==> config.mk <==
export PLATFORM = sky130hd
export DESIGN_NAME = gcd_controller
export DESIGN_NICKNAME = d
export VERILOG_FILES = /design/src/rtl/gcd_controller.sv
export SDC_FILE = /design/constraint.sdc
export NUM_CORES = 1
export LEC_CHECK = 0
export BUFFER_PORTS_ARGS = -buffer_cell sky130_fd_sc_hd__buf_2
export CAP_MARGIN = 20
export CORE_ASPECT_RATIO = 0.5
export CORE_MARGIN = 1
export CORE_UTILIZATION = 40
export CTS_BUF_LIST = sky130_fd_sc_hd__clkbuf_16
export CTS_CLUSTER_SIZE = 40
export DETAILED_ROUTE_END_ITERATION = 16
export PLACE_DENSITY = 0.67
export SLEW_MARGIN = 25
export SYNTH_ARGS = -nofsm -noshare
export SYNTH_HDL_FRONTEND = slang
export SYNTH_SLANG_ARGS = --single-unit
export TNS_END_PERCENT = 5
==> constraint.sdc <==
create_clock -name clk -period 2 [get_ports clk]
set_input_delay 0.4 -clock clk [delete_from_list [all_inputs] [get_ports clk]]
set_output_delay 0.4 -clock clk [all_outputs]
set_load 0.01 [all_outputs]
==> src/rtl/gcd_controller.sv <==
// Control FSM for a subtractive GCD datapath.
// Accepts operand A, then operand B, over a valid/ready handshake. It then
// steers the datapath through A<=A-B / B<=B-A steps until the compare flags
// report equality (done) or the step budget runs out (err). The status is held
// until ack; the result remains in datapath register A.
module gcd_controller #(
   parameter int unsigned MAX_ITER = 65535
) (
   input  logic        clk,
   input  logic        rst,
   input  logic        in_valid,
   output logic        in_ready,
   input  logic        gt,
   input  logic        lt,
   input  logic        eq,
   output logic        ldA,
   output logic        ldB,
   output logic        sel1,
   output logic        sel2,
   output logic        sel_in,
   input  logic        ack,
   output logic        done,
   output logic        err,
   output logic [15:0] iter_count
);

   typedef enum logic [2:0] {
      StIdle,
      StGetB,
      StCalc,
      StDone,
      StErr
   } state_t;

   localparam logic [15:0] MaxIter = 16'(MAX_ITER);

   state_t      state_q, state_d;
   logic [15:0] iter_q, iter_d;

   // State and step-counter registers.
   always_ff @(posedge clk or posedge rst) begin
      if (rst) begin
         state_q <= StIdle;
         iter_q  <= 16'd0;
      end else begin
         state_q <= state_d;
         iter_q  <= iter_d;
      end
   end

   // Next-state logic and datapath control; loads are Mealy, status is Moore.
   always_comb begin
      state_d  = state_q;
      iter_d   = iter_q;
      in_ready = 1'b0;
      ldA      = 1'b0;
      ldB      = 1'b0;
      sel1     = 1'b0;
      sel2     = 1'b0;
      sel_in   = 1'b0;
      done     = 1'b0;
      err      = 1'b0;
      case (state_q)
         StIdle: begin
            in_ready = 1'b1;
            sel_in   = 1'b1;
            if (in_valid) begin
               ldA     = 1'b1;
               iter_d  = 16'd0;
               state_d = StGetB;
            end
         end
         StGetB: begin
            in_ready = 1'b1;
            sel_in   = 1'b1;
            if (in_valid) begin
               ldB     = 1'b1;
               state_d = StCalc;
            end
         end
         StCalc: begin
            // Equality wins over the budget check, so a run that converges on
            // exactly the last allowed step still completes.
            if (eq) begin
               state_d = StDone;
            end else if (iter_q == MaxIter) begin
               state_d = StErr;
            end else if (gt) begin
               sel1 = 1'b1;
               ldA  = 1'b1;
               if (iter_q < MaxIter) iter_d = iter_q + 16'd1;
            end else if (lt) begin
               sel2 = 1'b1;
               ldB  = 1'b1;
               if (iter_q < MaxIter) iter_d = iter_q + 16'd1;
            end
         end
         StDone: begin
            done = 1'b1;
            if (ack) state_d = StIdle;
         end
         StErr: begin
            err = 1'b1;
            if (ack) state_d = StIdle;
         end
         default: begin
            state_d = StIdle;
         end
      endcase
      // Reset forces the state to IDLE, but the Mealy loads would otherwise
      // follow in_valid while reset is still asserted.
      if (rst) begin
         ldA = 1'b0;
         ldB = 1'b0;
      end
   end

   assign iter_count = iter_q;

endmodule

==> results.py, run 1 <==
metrics = {
    "die": {
        "num_rows": 13,
        "core-area_mm2": 0.00277,
        "num_io_pins": 31,
        "die_h_um": 41.3,
        "start_util_pct": 44.7,
        "die_w_um": 80.6,
        "die_area_mm2": 0.00333,
    },
    "logic_synthesis": {
        "synthDistinctLibCells": 45,
        "synth.net_count": 148,
        "synth-edff-count": 0,
        "postSynthAreaPerCell_um2": 8.82,
        "async_flop_share_pct": 100,
        "yosysWarnings": 0,
        "ys_ff_latch": 19,
        "synthFlopType": "dfrtp_1",
        "yosysSeqAreaShare_pct": 38.5,
        "syn_inst": 140,
        "netlist_area_mm2": 0.00123,
    },
    "route": {
        "vias": 1307,
        "postRouteAntennaNets": 0,
        "viasPerCell": 5.61,
        "drtPass1Iterations": 4,
        "drc_errors": 0,
        "dr.first_iter.drc_count": 82,
        "wl_per_cell_um": 13.3,
        "wirelength_um": 3110,
    },
    "power": {
        "ir_drop_uv": 593,
        "p_leak_nw": 0.842,
        "powerDensity_mw_per_mm2": 960,
    },
    "timing": {
        "finClkSkew_ns": 0.00626,
        "setup_violations": 3,
        "final_max_slew_viol_count": 0,
        "hold_ws_ns": 0.149,
        "hold_viol": 0,
        "slew_headroom_pct": 72.7,
        "fin_crit_sh_pct": 109,
        "worst_slew_pin_slew_ns": 0.409,
        "fin_setup_tns_ns": -0.321,
        "grt_setup_unrepaired": "yes",
        "max_freq_ghz": 0.460,
        "worst_slack_ns": -0.176,
        "fin_crit_ns": 2.18,
    },
    "cells_and_area": {
        "area_growth_pct": 40.4,
        "final_cell_mix": "buf_2, buf_4, dfrtp_1",
        "fill_cells": 236,
        "nets": 205,
        "post_route_cells_drive_above_1_share_pct": 42.3,
        "final_common_cell": "buf_2",
        "diodes": 0,
    },
    "global_routing": {
        "grt-ovfl-total": 0,
        "grt_pass1_vias": 1110,
        "grt_max_degree": 12,
        "grt_util_met3_pct": 3.91,
        "met2_usage_pct": 37.7,
        "top_usage_layer": "met2",
        "grt_pass1_wl_um": 5150,
        "grtUsageMet1_pct": 28.1,
        "antenna_found_initial": 0,
        "grtUsageTotal_pct": 21.2,
    },
    "worst_setup_path": {
        "path_max_fanout": 5,
        "critical_path_arrival_ns": 1.78,
        "worstSetupStartpointType": "flop",
        "end_kind": "primary output",
        "cpPeakStageDelay_ns": 0.41,
        "cp.required_ns": 1.60,
        "cp_slowest_cell": "dfrtp_1",
        "worst-setup-path-type": "flop to primary output",
        "path_cells": "nand4_1 -> nor4_4 -> nor3_2 -> and3b_1 -> o21a_1 -> buf_2",
        "r2r_cells": 7,
    },
    "cts": {
        "cts.reportedPaths.clkPinSlew_ns": 0.06,
        "clk_latency_ns": 0.25,
        "root_buffer": "clkbuf_16",
        "htree_levels": 1,
        "cts_tree": "built",
        "numCtsBuffers": 3,
        "clk_path_buf_depth": 2,
        "numClockSinks": 19,
    },
    "worst_hold_path": {
        "hold_class": "primary input to asynchronous set/reset pin",
    },
    "placed_design": {
        "io_buffers": 30,
        "dp_slack_ns": -0.0330,
        "dp_hpwl_um": 2460,
        "routabilityCongestion": 0.792,
    },
    "run_status": {
        "outcome": "complete, but fails checks",
        "violations": "setup timing",
    },
    "flow_run": {
        "max_cap_violations": 0,
    },
}
-- Yosys cell counts (2+ instances only) --
master,count,area (µm²)
buf_4,2,15.0
nand4_1,2,12.5
nor4_2,2,25.0
nor3_1,5,25.0
o21ai_1,5,25.0
and3_1,2,12.5
a211oi_1,2,15.0
o31ai_1,3,22.5
o211ai_1,2,15.0
nand2_1,15,56.3
a31oi_1,5,31.3
nor3b_1,2,15.0
nor2b_1,3,18.8
nor4_1,2,12.5
inv_1,5,18.8
o21ai_0,2,10.0
o311ai_1,2,17.5
a21oi_1,6,30.0
or3b_1,2,17.5
o41ai_1,2,17.5
and2_1,2,12.5
dfrtp_1,19,475
nand3_1,10,50.1
or2_2,3,18.8
or4_1,3,22.5
o21ai_2,2,17.5
nor2_1,10,37.5
clkbuf_1,3,11.3
-- worst max-delay path, delay by kind of cell (launching register included) --
kind	cells	cell delay [ns]
AO/OA/AOI/OAI	1	0.16
AND/OR/NAND/NOR	4	0.82
buffers and inverters	1	0.13
flip-flops	1	0.41
-- routing by layer --
layer / part of all wire [%] / wire, µm
met5: 0 / 0
met4: 0.42 / 13
met3: 7.1 / 220
met2: 44 / 1370
met1: 48 / 1500
-- cell type report --
cell class	instances	area [µm²]	share of cell area (%)
tap	37	46.3	2.67
clock buffer	3	75.1	4.33
inverter	5	18.8	1.08
timing repair buffer	59	368	21.2
sequential	19	478	27.6
clock inverter	1	5.00	0.289
multi-input combinational	109	743	42.9
-- state kept, by name, summed over array words and instances (netlist names) --
| signal | count |
|---|---|
| iter_count | 16 |
| state_q | 3 |
-- final timing paths --
path	from	slack [ns]	endpoint
worst max-delay path	iter_count[15]	-0.18	ldB
worst min-delay path	rst	0.15	iter_count[5]
worst max register to register	iter_count[0]	0.03	iter_count[6]
worst min register to register	iter_count[8]	0.52	iter_count[8]
max in group asynchronous	rst	1.35	iter_count[9]
min in group clk	ack	0.44	state_q[2]
-- power by group --
part / switching (W) / internal [W]
sequential: 0.0000597 / 0.000442
clock: 0.000143 / 0.000268
combinational: 0.000409 / 0.000343
total: 0.000612 / 0.00105
-- what timing repair did --
action | 4_1_cts | 5_1_grt
hold endpoints to repair | 0 | 0
resized for setup | 3 | 1
hold buffers | 0 | 0
pin swaps | 5 | 0
endpoints found under the setup margin | 4 | 12
setup buffers | 1 | 0
-- logic make-up (layout without fill, tap and decap cells) --
group / count (synthesis) / in the layout / synth area share [%]
AO/OA/AOI/OAI: 39 / 39 / 22.6
adder cells (fa/ha/maj): 1 / 1 / 1.01
buffers and inverters: 12 / 68 / 4.96
flip-flops: 19 / 19 / 38.5
multiplexers: 1 / 1 / 0.811
AND/OR/NAND/NOR: 68 / 68 / 32.1
-- stage by stage --
stage | utilization [%] | std cells | cell area (µm²) | power (W)
after floorplan | - | 140 | 1260 | 0.000967
after global placement | 58.9 | 228 | 1630 | 0.00122
after detailed placement | 58.9 | 228 | 1630 | 0.00123
after CTS | 62.5 | 233 | 1730 | 0.00167
after global routing | 62.7 | 233 | 1730 | 0.00178
final | 62.7 | 233 | 1730 | 0.00166
Power figures use the tool's default switching activity.
==> run 2, diff against run 1 <==
Settings changed: CORE_MARGIN 1 to 1.5.
==> run 2 against run 1 <==
Against the previous run:
- the run still ends with setup timing left
- utilization up 0.72 points
- routed wire length up 6.3%
- sequential share of layout area down 0.31 points
- flip-flop and latch count unchanged
- combinational power about the same
- via count up 0.61%
- hold slack better by 0.032 ns
- count of clock-buffer cells in the layout unchanged
- critical path depth up 1
- die area up 3.7%
- largest cell class unchanged
==> results.py, run 2 (synthesis results as in run 1) <==
metrics = {
    "cells_and_area": {
        "final_cell_mix": "buf_4, buf_2, dfrtp_1",
        "final_common_cell": "buf_4",
        "diodes": 0,
        "post_route_cells_drive_above_1_share_pct": 42.5,
        "area_growth_pct": 42.0,
        "largest_register_ffs": 16,
        "finalNonFillerCells": 237,
        "nets": 209,
    },
    "worst_setup_path": {
        "cpLargestDelayFamily": "simple AND/OR/NAND/NOR gates",
        "path_cells": "ha_4 -> nand4_4 -> nor4_4 -> nor3_2 -> and3b_1 -> o21a_1 -> buf_2",
        "cp.required_ns": 1.60,
        "critical_path_arrival_ns": 1.77,
        "end_kind": "primary output",
        "worst-setup-path-type": "flop to primary output",
        "worstSetupStartpointType": "flop",
        "path_max_fanout": 4,
        "cp_slowest_cell": "dfrtp_2",
        "cpPeakStageDelay_ns": 0.38,
        "path_buf_inv": 1,
    },
    "placed_design": {
        "dp.cells": 228,
        "routabilityCongestion": 0.807,
        "dp_hpwl_um": 2460,
        "io_buffers": 30,
    },
    "flow_run": {
        "max_cap_violations": 0,
    },
    "power": {
        "switching_share_pct": 37.1,
        "switching_power_w": 0.000617,
        "pwr-share-clk_pct": 25.2,
        "ir_drop_uv": 500,
        "internal_power_w": 0.00105,
        "p_total_w": 0.00166,
        "p_seq_share_pct": 29.6,
        "powerDensity_mw_per_mm2": 949,
        "p_leak_nw": 0.861,
        "combPwrFrac_pct": 45.2,
    },
    "cts": {
        "numClockSinks": 19,
        "cts.reportedPaths.clkPinSlew_ns": 0.06,
        "clk_path_buf_depth": 2,
        "numCtsBuffers": 3,
        "root_buffer": "clkbuf_16",
        "htree_levels": 1,
        "clk_latency_ns": 0.25,
        "cts_tree": "built",
    },
    "timing": {
        "final_max_slew_viol_count": 0,
        "slew_headroom_pct": 73.0,
        "fin_crit_sh_pct": 109,
        "setup_violations": 3,
        "worst_slew_pin_slew_ns": 0.403,
        "hold_viol": 0,
        "finClkSkew_ns": 0.00182,
        "worst_slack_ns": -0.170,
        "max_freq_ghz": 0.461,
        "grt_setup_unrepaired": "yes",
        "fin_crit_ns": 2.17,
    },
    "route": {
        "postRouteAntennaNets": 0,
        "wl_per_cell_um": 13.9,
        "dr.first_iter.drc_count": 61,
        "wirelength_um": 3310,
        "drc_errors": 0,
        "vias": 1315,
        "viasPerCell": 5.55,
        "drtPass1Iterations": 4,
    },
    "global_routing": {
        "grtUsageTotal_pct": 20.6,
        "grt_pass1_vias": 1122,
        "grt-ovfl-total": 0,
        "antenna_found_initial": 0,
        "grt_pass1_wl_um": 5330,
        "grt_max_degree": 20,
    },
    "die": {
        "die_w_um": 81.6,
        "num_rows": 13,
        "die_h_um": 42.3,
        "start_util_pct": 44.7,
        "die_area_mm2": 0.00345,
        "num_io_pins": 31,
        "core-area_mm2": 0.00277,
    },
    "worst_hold_path": {
        "hold_class": "primary input to asynchronous set/reset pin",
    },
    "run_status": {
        "violations": "setup timing",
        "outcome": "complete, but fails checks",
    },
}
run 2: cell types whose count changed in the layout (fill, tap and decap cells not counted), sizes merged:
cell  previous run  this run
buf             59        63
run 2: layout make-up:
class,instances,area (µm²)
Inverter,5,18.8
Clock buffer,3,75.1
Tap cell,37,46.3
Clock inverter,1,5.00
Sequential cell,19,478
Timing Repair Buffer,63,398
Fill cell,249,1010
Multi-Input combinational cell,109,733
run 2: per-stage QoR:
stage	setup WS (ns)	instance area (µm²)	hold slack [ns]	setup TNS (ns)	util, %
floorplan	0.00371	1260	0.351	0	-
global placement	0.0160	1630	0.457	0	58.9
detailed placement	-0.0203	1630	0.458	-0.0203	58.9
CTS	-0.162	1730	0.189	-0.239	62.6
global route	-0.252	1750	0.224	-0.525	63.4
finish	-0.170	1750	0.181	-0.252	63.4
run 2: final timing paths:
kind / from / endpoint / depth (start not counted) / slack [ns]
max: iter_count[1] / ldB / 7 / -0.17
min: rst / iter_count[8] / 3 / 0.18
max reg2reg: iter_count[1] / iter_count[6] / 7 / 0.04
min reg2reg: iter_count[14] / iter_count[14] / 1 / 0.53
max in group asynchronous: rst / iter_count[1] / 3 / 1.59
min in group clk: ack / state_q[2] / 4 / 0.43
run 2: worst min-delay path, delay by kind of cell:
family	cells	cell delay, ns
buffers and inverters	3	0.41
run 2: per-layer routing:
layer / GRT usage [%] / share of wire (%) / up-vias
li1: - / - / 647
met1: 30.3 / 49 / 622
met2: 29.9 / 45 / 44
met3: 4.57 / 5.3 / 2
met4: 6.10 / 0.57 / 0
met5: 0 / 0 / -
run 2: power by group through the flow:
stage	sequential, W	combinational, W	clock [W]
final	0.000493	0.000752	0.000419
after global routing	0.000501	0.000839	0.000442
after CTS	0.000491	0.000748	0.000426
after global placement	0.000496	0.000727	0
after detailed placement	0.000497	0.000735	0
after floorplan	0.000534	0.000433	0
run 2: what timing repair did:
action,4_1_cts,5_1_grt
hold buffers,0,0
endpoints found under the setup margin,5,15
pin swaps,5,4
buffers inserted,2,3
resized for setup,2,0
==> run 3, diff against run 2 <==
Settings changed: CTS_CLUSTER_SIZE 40 to not set.
Clock period 2 ns to 1.9 ns, I/O delays scaled along.
==> run 3 against run 2 <==
Against the previous run:
- the flow still finishes with violations (setup timing)
- sequential share of layout area decreased by 0.75 points
- clock skew increased by 0.00078 ns
- non-clock buffer count increased by 5
- first-iteration DRC count increased by 110%
- utilization increased by 2.1 points
- register-to-register slack got worse by 0.10 ns
- critical path depth decreased by 1
- cell count increased by 2.1%
- critical endpoint unchanged
==> results.py, run 3 (synthesis results as in run 1) <==
metrics = {
    "run_status": {
        "outcome": "complete, but fails checks",
        "violations": "setup timing",
    },
    "worst_setup_path": {
        "end_kind": "primary output",
        "critical_path_arrival_ns": 1.73,
        "r2r_slack_ns": -0.06,
        "worstSetupStartpointType": "flop",
        "path_max_fanout": 5,
        "worst-setup-path-type": "flop to primary output",
        "cp.required_ns": 1.52,
    },
    "route": {
        "wirelength_um": 3370,
        "viasPerCell": 5.52,
        "postRouteAntennaNets": 0,
        "drc_errors": 0,
        "drtPass1Iterations": 4,
        "vias": 1336,
        "dr.first_iter.drc_count": 130,
        "wl_per_cell_um": 13.9,
    },
    "timing": {
        "hold_viol": 0,
        "hold_ws_ns": 0.164,
        "finClkSkew_ns": 0.00260,
        "fin_crit_ns": 2.11,
        "slew_headroom_pct": 70.8,
        "max_freq_ghz": 0.473,
        "worst_slack_ns": -0.215,
        "worst_slew_pin_slew_ns": 0.435,
        "final_max_slew_viol_count": 0,
        "setup_violations": 14,
        "fin_crit_sh_pct": 111,
        "grt_setup_unrepaired": "yes",
    },
    "cells_and_area": {
        "nets": 214,
        "regArea_um2": 480,
        "final_cell_mix": "buf_4, buf_2, nand2_1, dfrtp_1",
        "largest_register_ffs": 16,
        "fill_cells": 246,
        "post_route_cells_drive_above_1_share_pct": 45.9,
        "diodes": 0,
        "multiInputGateArea_um2": 752,
        "final_common_cell": "buf_4",
        "fin_util_pct": 65.6,
        "area_growth_pct": 46.8,
    },
    "cts": {
        "numClockSinks": 19,
        "clk_latency_ns": 0.25,
        "post_cts_buffers": 0,
        "cts_hold_buf": 0,
        "cts_tree": "built",
        "numCtsBuffers": 3,
        "clk_path_buf_depth": 2,
        "htree_levels": 1,
        "root_buffer": "clkbuf_16",
        "cts.reportedPaths.clkPinSlew_ns": 0.05,
    },
    "die": {
        "die_area_mm2": 0.00345,
        "num_rows": 13,
        "die_w_um": 81.6,
        "core-area_mm2": 0.00277,
        "num_io_pins": 31,
        "die_h_um": 42.3,
        "start_util_pct": 44.7,
    },
    "power": {
        "pwr-share-clk_pct": 24.0,
        "switching_share_pct": 36.8,
        "p_total_w": 0.00179,
        "ir_drop_uv": 646,
        "internal_power_w": 0.00113,
        "switching_power_w": 0.000660,
        "combPwrFrac_pct": 46.4,
        "p_leak_nw": 0.895,
        "powerDensity_mw_per_mm2": 990,
        "p_seq_share_pct": 29.6,
    },
    "global_routing": {
        "grt_pass1_wl_um": 5890,
        "grt_max_degree": 20,
        "grt-ovfl-total": 0,
        "grtUsageTotal_pct": 22.4,
        "antenna_found_initial": 0,
        "grt_pass1_vias": 1242,
    },
    "worst_hold_path": {
        "hold_class": "primary input to asynchronous set/reset pin",
    },
    "placed_design": {
        "routabilityCongestion": 0.806,
        "dp_hpwl_um": 2650,
        "io_buffers": 30,
    },
    "flow_run": {
        "max_cap_violations": 0,
    },
}
[run 3: power groups by stage]
stage	clock (W)	combinational (W)	sequential [W]
2_1_floorplan	0	0.000456	0.000562
3_3_place_gp	0	0.000794	0.000526
3_5_place_dp	0	0.000809	0.000532
4_1_cts	0.000443	0.000833	0.000529
5_1_grt	0.000467	0.000923	0.000541
6_report	0.000430	0.000834	0.000531
[run 3: timing repair]
item | CTS | global route
pin swaps | 0 | 0
endpoints found under the setup margin | 16 | 21
resized for setup | 5 | 2
[run 3: critical path: stages, from the launching register on]
cell	delay, ns
dfrtp_1	0.39
nand4_4	0.16
nor4_4	0.33
nor3_2	0.09
and3b_1	0.20
o21a_1	0.18
buf_2	0.13
[run 3: layer usage]
layer  vias up  wire (µm)  track usage, %
li1        655          -               -
met1       636       1690            31.6
met2        43       1480            35.0
met3         2        179            4.78
met4         0         19            5.08
met5         -          0               0
[run 3: final cells by class]
cell class,count,share of cell area [%]
clock buffer,3,4.14
clock inverter,1,0.276
inverter,5,1.04
multi-input combinational,109,41.5
sequential,19,26.5
tap,37,2.55
timing repair buffer,68,24.0
[run 3: per-stage QoR]
| step | TNS [ns] | cells | area (µm²) | worst slack, ns |
|---|---|---|---|---|
| after CTS | -0.829 | 242 | 1810 | -0.231 |
| after global placement | -0.00896 | 238 | 1700 | -0.00458 |
| final | -0.666 | 242 | 1810 | -0.215 |
| after floorplan | 0 | 140 | 1260 | 0.00650 |
| after global routing | -2.51 | 242 | 1810 | -0.328 |
| after detailed placement | -0.291 | 238 | 1700 | -0.0661 |
[run 3: final timing paths]
check / depth (start not counted) / to / from
worst max-delay path: 6 / ldB / iter_count[8]
worst min-delay path: 3 / iter_count[6] / rst
worst max register to register: 7 / iter_count[6] / iter_count[0]
worst min register to register: 2 / iter_count[10] / iter_count[10]
max in group asynchronous: 3 / iter_count[0] / rst
min in group clk: 4 / state_q[2] / ack
